## src/rtl/msg_frame_stat.sv

```systemverilog
// Header-hunting framer: finds HEAD_PAT, reads a length symbol, forwards payload with sop/eop/vld, counts good/bad packets.
// Optional trailing checksum symbol enabled by defining CHKSUM_EN; outputs registered, 1-cycle latency, no backpressure.
module msg_frame_stat #(
  parameter int                     DW       = 8,
  parameter int                     HEAD_NUM = 2,
  parameter logic [HEAD_NUM*DW-1:0] HEAD_PAT = 16'h55D5,
  parameter int                     MAX_LEN  = 64,
  parameter int                     CNT_W    = 16
) (
  input  logic             clk,
  input  logic             rst_n,
  input  logic [DW-1:0]    din,
  input  logic             din_vld,
  input  logic             stat_clr,
  output logic [DW-1:0]    dout,
  output logic             dout_sop,
  output logic             dout_eop,
  output logic             dout_vld,
  output logic             pkt_ok,
  output logic             pkt_err,
  output logic [CNT_W-1:0] pkt_cnt,
  output logic [CNT_W-1:0] err_cnt
);

  localparam int HW = HEAD_NUM * DW;
  localparam logic [DW-1:0] MAX_L = DW'(MAX_LEN);

`ifdef CHKSUM_EN
  typedef enum logic [1:0] {HUNT, LEN, DATA, CHK} state_t;
`else
  typedef enum logic [1:0] {HUNT, LEN, DATA} state_t;
`endif

  state_t        state, state_nxt;
  logic [HW-1:0] hdr_sr, hdr_nxt, hdr_shift;
  logic [DW-1:0] hdr_drop;
  logic [DW-1:0] len_r, len_nxt;
  logic [DW-1:0] cnt, cnt_nxt, cnt_inc;
  logic          vld_nxt, sop_nxt, eop_nxt, ok_nxt, err_nxt;
  logic          unused_hdr;
`ifdef CHKSUM_EN
  logic [DW-1:0] sum, sum_nxt;
`endif

  // The oldest symbol falls off the top of the header window.
  assign {hdr_drop, hdr_shift} = {hdr_sr, din};
  assign unused_hdr = ^hdr_drop;
  assign cnt_inc = cnt + 1'b1;

  always_comb begin
    state_nxt = state;
    hdr_nxt   = hdr_sr;
    len_nxt   = len_r;
    cnt_nxt   = cnt;
    vld_nxt   = 1'b0;
    sop_nxt   = 1'b0;
    eop_nxt   = 1'b0;
    ok_nxt    = 1'b0;
    err_nxt   = 1'b0;
`ifdef CHKSUM_EN
    sum_nxt   = sum;
`endif
    if (din_vld) begin
      case (state)
        HUNT: begin
          if (hdr_shift == HEAD_PAT) begin
            state_nxt = LEN;
            hdr_nxt   = '0;
          end else begin
            hdr_nxt = hdr_shift;
          end
        end
        LEN: begin
          len_nxt = din;
          cnt_nxt = '0;
`ifdef CHKSUM_EN
          sum_nxt = '0;
`endif
          if (din != '0 && din <= MAX_L) begin
            state_nxt = DATA;
          end else begin
            err_nxt   = 1'b1;
            state_nxt = HUNT;
          end
        end
        DATA: begin
          vld_nxt = 1'b1;
          sop_nxt = (cnt == '0);
          cnt_nxt = cnt_inc;
`ifdef CHKSUM_EN
          sum_nxt = sum + din;
`endif
          if (cnt_inc == len_r) begin
            eop_nxt = 1'b1;
`ifdef CHKSUM_EN
            state_nxt = CHK;
`else
            ok_nxt    = 1'b1;
            state_nxt = HUNT;
`endif
          end
        end
`ifdef CHKSUM_EN
        CHK: begin
          ok_nxt    = (din == sum);
          err_nxt   = (din != sum);
          state_nxt = HUNT;
        end
`endif
        default: state_nxt = HUNT;
      endcase
    end
  end

  // rst_n is active-high despite its name.
  always_ff @(posedge clk) begin
    if (rst_n) begin
      state    <= HUNT;
      hdr_sr   <= '0;
      len_r    <= '0;
      cnt      <= '0;
      dout     <= '0;
      dout_vld <= 1'b0;
      dout_sop <= 1'b0;
      dout_eop <= 1'b0;
      pkt_ok   <= 1'b0;
      pkt_err  <= 1'b0;
`ifdef CHKSUM_EN
      sum      <= '0;
`endif
    end else begin
      state    <= state_nxt;
      hdr_sr   <= hdr_nxt;
      len_r    <= len_nxt;
      cnt      <= cnt_nxt;
      dout_vld <= vld_nxt;
      dout_sop <= sop_nxt;
      dout_eop <= eop_nxt;
      pkt_ok   <= ok_nxt;
      pkt_err  <= err_nxt;
      if (vld_nxt) dout <= din;
`ifdef CHKSUM_EN
      sum      <= sum_nxt;
`endif
    end
  end

  // Clear wins over a coincident increment; both counters stick at all-ones.
  always_ff @(posedge clk) begin
    if (rst_n || stat_clr) begin
      pkt_cnt <= '0;
      err_cnt <= '0;
    end else begin
      if (ok_nxt && pkt_cnt != '1)  pkt_cnt <= pkt_cnt + 1'b1;
      if (err_nxt && err_cnt != '1) err_cnt <= err_cnt + 1'b1;
    end
  end

endmodule
```

## config.mk

```make
export PLATFORM = sky130hd
export DESIGN_NAME = msg_frame_stat
export DESIGN_NICKNAME = d
export VERILOG_FILES = /design/src/rtl/msg_frame_stat.sv
export SDC_FILE = /design/constraint.sdc
export NUM_CORES = 1
export LEC_CHECK = 0
export CORE_ASPECT_RATIO = 0.8
export CORE_MARGIN = 2
export CORE_UTILIZATION = 31
export CTS_CLUSTER_SIZE = 24
export DETAILED_ROUTE_END_ITERATION = 12
export GPL_TIMING_DRIVEN = 0
export PLACE_DENSITY = 0.63
export SLEW_MARGIN = 20
export SYNTH_ARGS = -nofsm -noshare
export SYNTH_HDL_FRONTEND = slang
export SYNTH_SLANG_ARGS = --single-unit
```

## constraint.sdc

```tcl
create_clock -name clk -period 2.98 [get_ports clk]
set_input_delay 0.298 -clock clk [delete_from_list [all_inputs] [get_ports clk]]
set_output_delay 0.298 -clock clk [all_outputs]
set_load 0.01 [all_outputs]
```

==> impl_metrics.ini <==
[timing]
fin_tns_setup_ns = 0
rsz0062_at_grt = false
worst_pin_slew_ns = 0.8808
hold_viol_final = 0
fin_crit_ns = 2.549
setup_viol = 0
finalClockSkew_ns = 0.006300
slew_headroom_pct = 40.74
drv_slew = 0
post-route-period-util_pct = 85.54
hold_ws_ns = 0.4554
fmax_mhz = 392.3

[worst_setup_path]
cp-start-kind = flip-flop
crit_fanout = 10
crit_type = reg -> reg
path_cells = inv_1 -> ha_1 -> xnor2_1 -> o211ai_1 -> and4bb_4 -> o2111ai_4 -> buf_6 -> or3_1 -> a21oi_1
ff2ff_setup_slack_ns = 0.43
required_ns = 3.23
critPathMaxStageDelay_ns = 0.48
crit_path_end_kind = flip-flop
arrival_ns = 2.80
cp_slowest_cell = dfxtp_1

[clock_tree]
clk_pin_slew_ns = 0.05
clock_latency_ns = 0.33
post_cts_resized = 0
clock_sinks = 70
cts_made_buffers = 9
cts_setup_buffers = 0
cts.path.max_buffers = 2
cts_tree = yes
cts_hold_buf = 0
cts_htree_levels = 3
cts_root_buf = clkbuf_16

[floorplan]
die-height_um = 99.49
dieWidth_um = 123.4
dieArea_mm2 = 0.01227
initial_core_util_pct = 32.19
rows = 34
core-area_mm2 = 0.01098
ioPinCount = 57

[power_and_ir_drop]
leakage_nw = 1.504
vdd_drop_max_uv = 258.6
p_per_area_mw_per_mm2 = 437.1

[synth]
synthDistinctLibCells = 59
ys_seq_elements = 70
ys.flop_type = dfxtp_1
netlist_instances = 427
syn_area_per_cell_um2 = 8.275
async_flop_share_pct = 0
synth-edff-count = 0
syn-num-nets = 446
yosysWarnings = 0
syn_area_mm2 = 0.003533
ys_seq_area_share_pct = 39.66

[layout]
final_cells = 643
seqCellArea_mm2 = 0.001401
fill_cells = 1155
multiInputGateArea_mm2 = 0.001993
diodes = 0
nets = 513
layout-drive-gt1-share_pct = 7.214
area_growth_pct = 28.58
fin_util_pct = 41.39
finalInstanceArea_mm2 = 0.004543

[route]
wire_per_inst_um = 14.60
drc_errors = 0
routed_wl_mm = 9.390
via_per_inst = 5.180
vias = 3331
first_pass_iters = 4
drt_first_iter_violations = 130
ant_nets = 0

[placed_design]
gp_congestion = 0.8202
io_buffers = 56
dp.cells = 627
hpwl_mm = 6.775
placed_cell_area_mm2 = 0.004274

[global_route]
grt_max_degree = 12
grt.total_usage_pct = 16.01
grt_pass1_vias = 3096
overflow = 0
grt_pass1_wl_mm = 15.57
antenna_found_initial = 0

[status]
status = finished, final reports clean

[job]
cap_violations = 0

[hold_path]
worst_hold_path_type = reg -> reg
[cells by family (layout without fill, tap and decap cells)]
logic type,after synthesis,after routing,share of synthesized area (%)
AOI/OAI and AO/OA,88,88,16.61
muxes,4,4,1.133
and+or+nand+nor,202,202,29.46
buffers and inverters,31,103,3.931
adders and majority gates,7,7,2.479
DFF,70,70,39.66
xor gates and xnor gates,25,25,6.728
[metal layers]
metal  global-route usage [%]  part of all wire, %  vias up
met5                        0                    0        -
met4                    4.633                 0.78        0
met3                    4.243                  4.7        9
met2                    23.75                   44       77
met1                    22.72                   50     1581
li1                         -                    -     1664
[state kept, by name, summed over array words and instances, names as in the netlist, 2 cells and up]
name	count
dout	8
pkt_cnt	16
cnt	8
len_r	8
err_cnt	16
state	2
hdr_sr	8
[layout by cell type (no fill, tap or decap), types with 8 or more instances in the layout]
| cell type | Yosys | routed |
|---|---|---|
| dfxtp_1 | 70 | 70 |
| nand2_1 | 59 | 59 |
| clkdlybuf4s50_1 | 0 | 56 |
| nor2_1 | 40 | 40 |
| a21oi_1 | 39 | 39 |
| nand3_1 | 21 | 21 |
| xnor2_1 | 16 | 16 |
| clkbuf_1 | 13 | 15 |
| nand4_1 | 12 | 12 |
| nor3_1 | 11 | 11 |
| or3_1 | 11 | 11 |
| inv_1 | 10 | 10 |
| clkbuf_16 | 0 | 9 |
| xor2_1 | 8 | 8 |
| nor4_1 | 8 | 8 |
[power breakdown]
part           leakage (nW)  switching [mW]  internal [mW]
registers             0.565         0.00309          0.942
clock network         0.132           0.393          0.582
logic                 0.807          0.0417         0.0244
[final timing paths]
check | start | to | cells past startpoint
setup / recovery | cnt[0]$_SDFFE_PP0P_ | pkt_cnt[6]$_SDFFE_PP0P_ | 9
hold / removal | dout[3]$_SDFFE_PP0P_ | dout[3]$_SDFFE_PP0P_ | 2
setup reg to reg | cnt[0]$_SDFFE_PP0P_ | pkt_cnt[6]$_SDFFE_PP0P_ | 9
hold reg to reg | dout[3]$_SDFFE_PP0P_ | dout[3]$_SDFFE_PP0P_ | 2
[synth_stat cells (6+ instances only)]
cell type / count / area (µm²)
a21o_1: 7 / 52.55
a21oi_1: 39 / 195.2
clkbuf_1: 13 / 48.80
dfxtp_1: 70 / 1401
ha_1: 7 / 87.58
inv_1: 10 / 37.54
nand2_1: 59 / 221.5
nand3_1: 21 / 105.1
nand4_1: 12 / 75.07
nor2_1: 40 / 150.1
nor3_1: 11 / 55.05
nor4_1: 8 / 50.05
o21ai_0: 7 / 35.03
o31ai_1: 6 / 45.04
or3_1: 11 / 68.82
xnor2_1: 16 / 140.1
xor2_1: 8 / 70.07
[critical path, delay by kind of cell (launching register included)]
family                   cells  cell delay [ns]
XOR/XNOR                     1             0.18
flip-flops                   1             0.48
adder cells (fa/ha/maj)      1             0.35
AND/OR/NAND/NOR              2             0.75
AO/OA/AOI/OAI                3             0.42
buffers and inverters        2             0.29
[stage by stage]
step,total power [mW],setup WS (ns)
2_1_floorplan,0.9954,0.7911
3_3_place_gp,1.031,0.4091
3_5_place_dp,1.031,0.3650
4_1_cts,2.016,0.4462
5_1_grt,2.059,0.2731
6_report,1.986,0.4309
[cell type report]
type / instances / area share, %
Timing Repair Buffer: 56 / 12.34
Inverter: 10 / 0.8262
Buffer: 21 / 2.231
Tap cell: 144 / 3.966
Clock inverter: 4 / 0.4957
Multi-Input combinational cell: 326 / 43.87
Sequential cell: 70 / 30.85
Clock buffer: 12 / 5.425
Power figures use the tool's default switching activity.
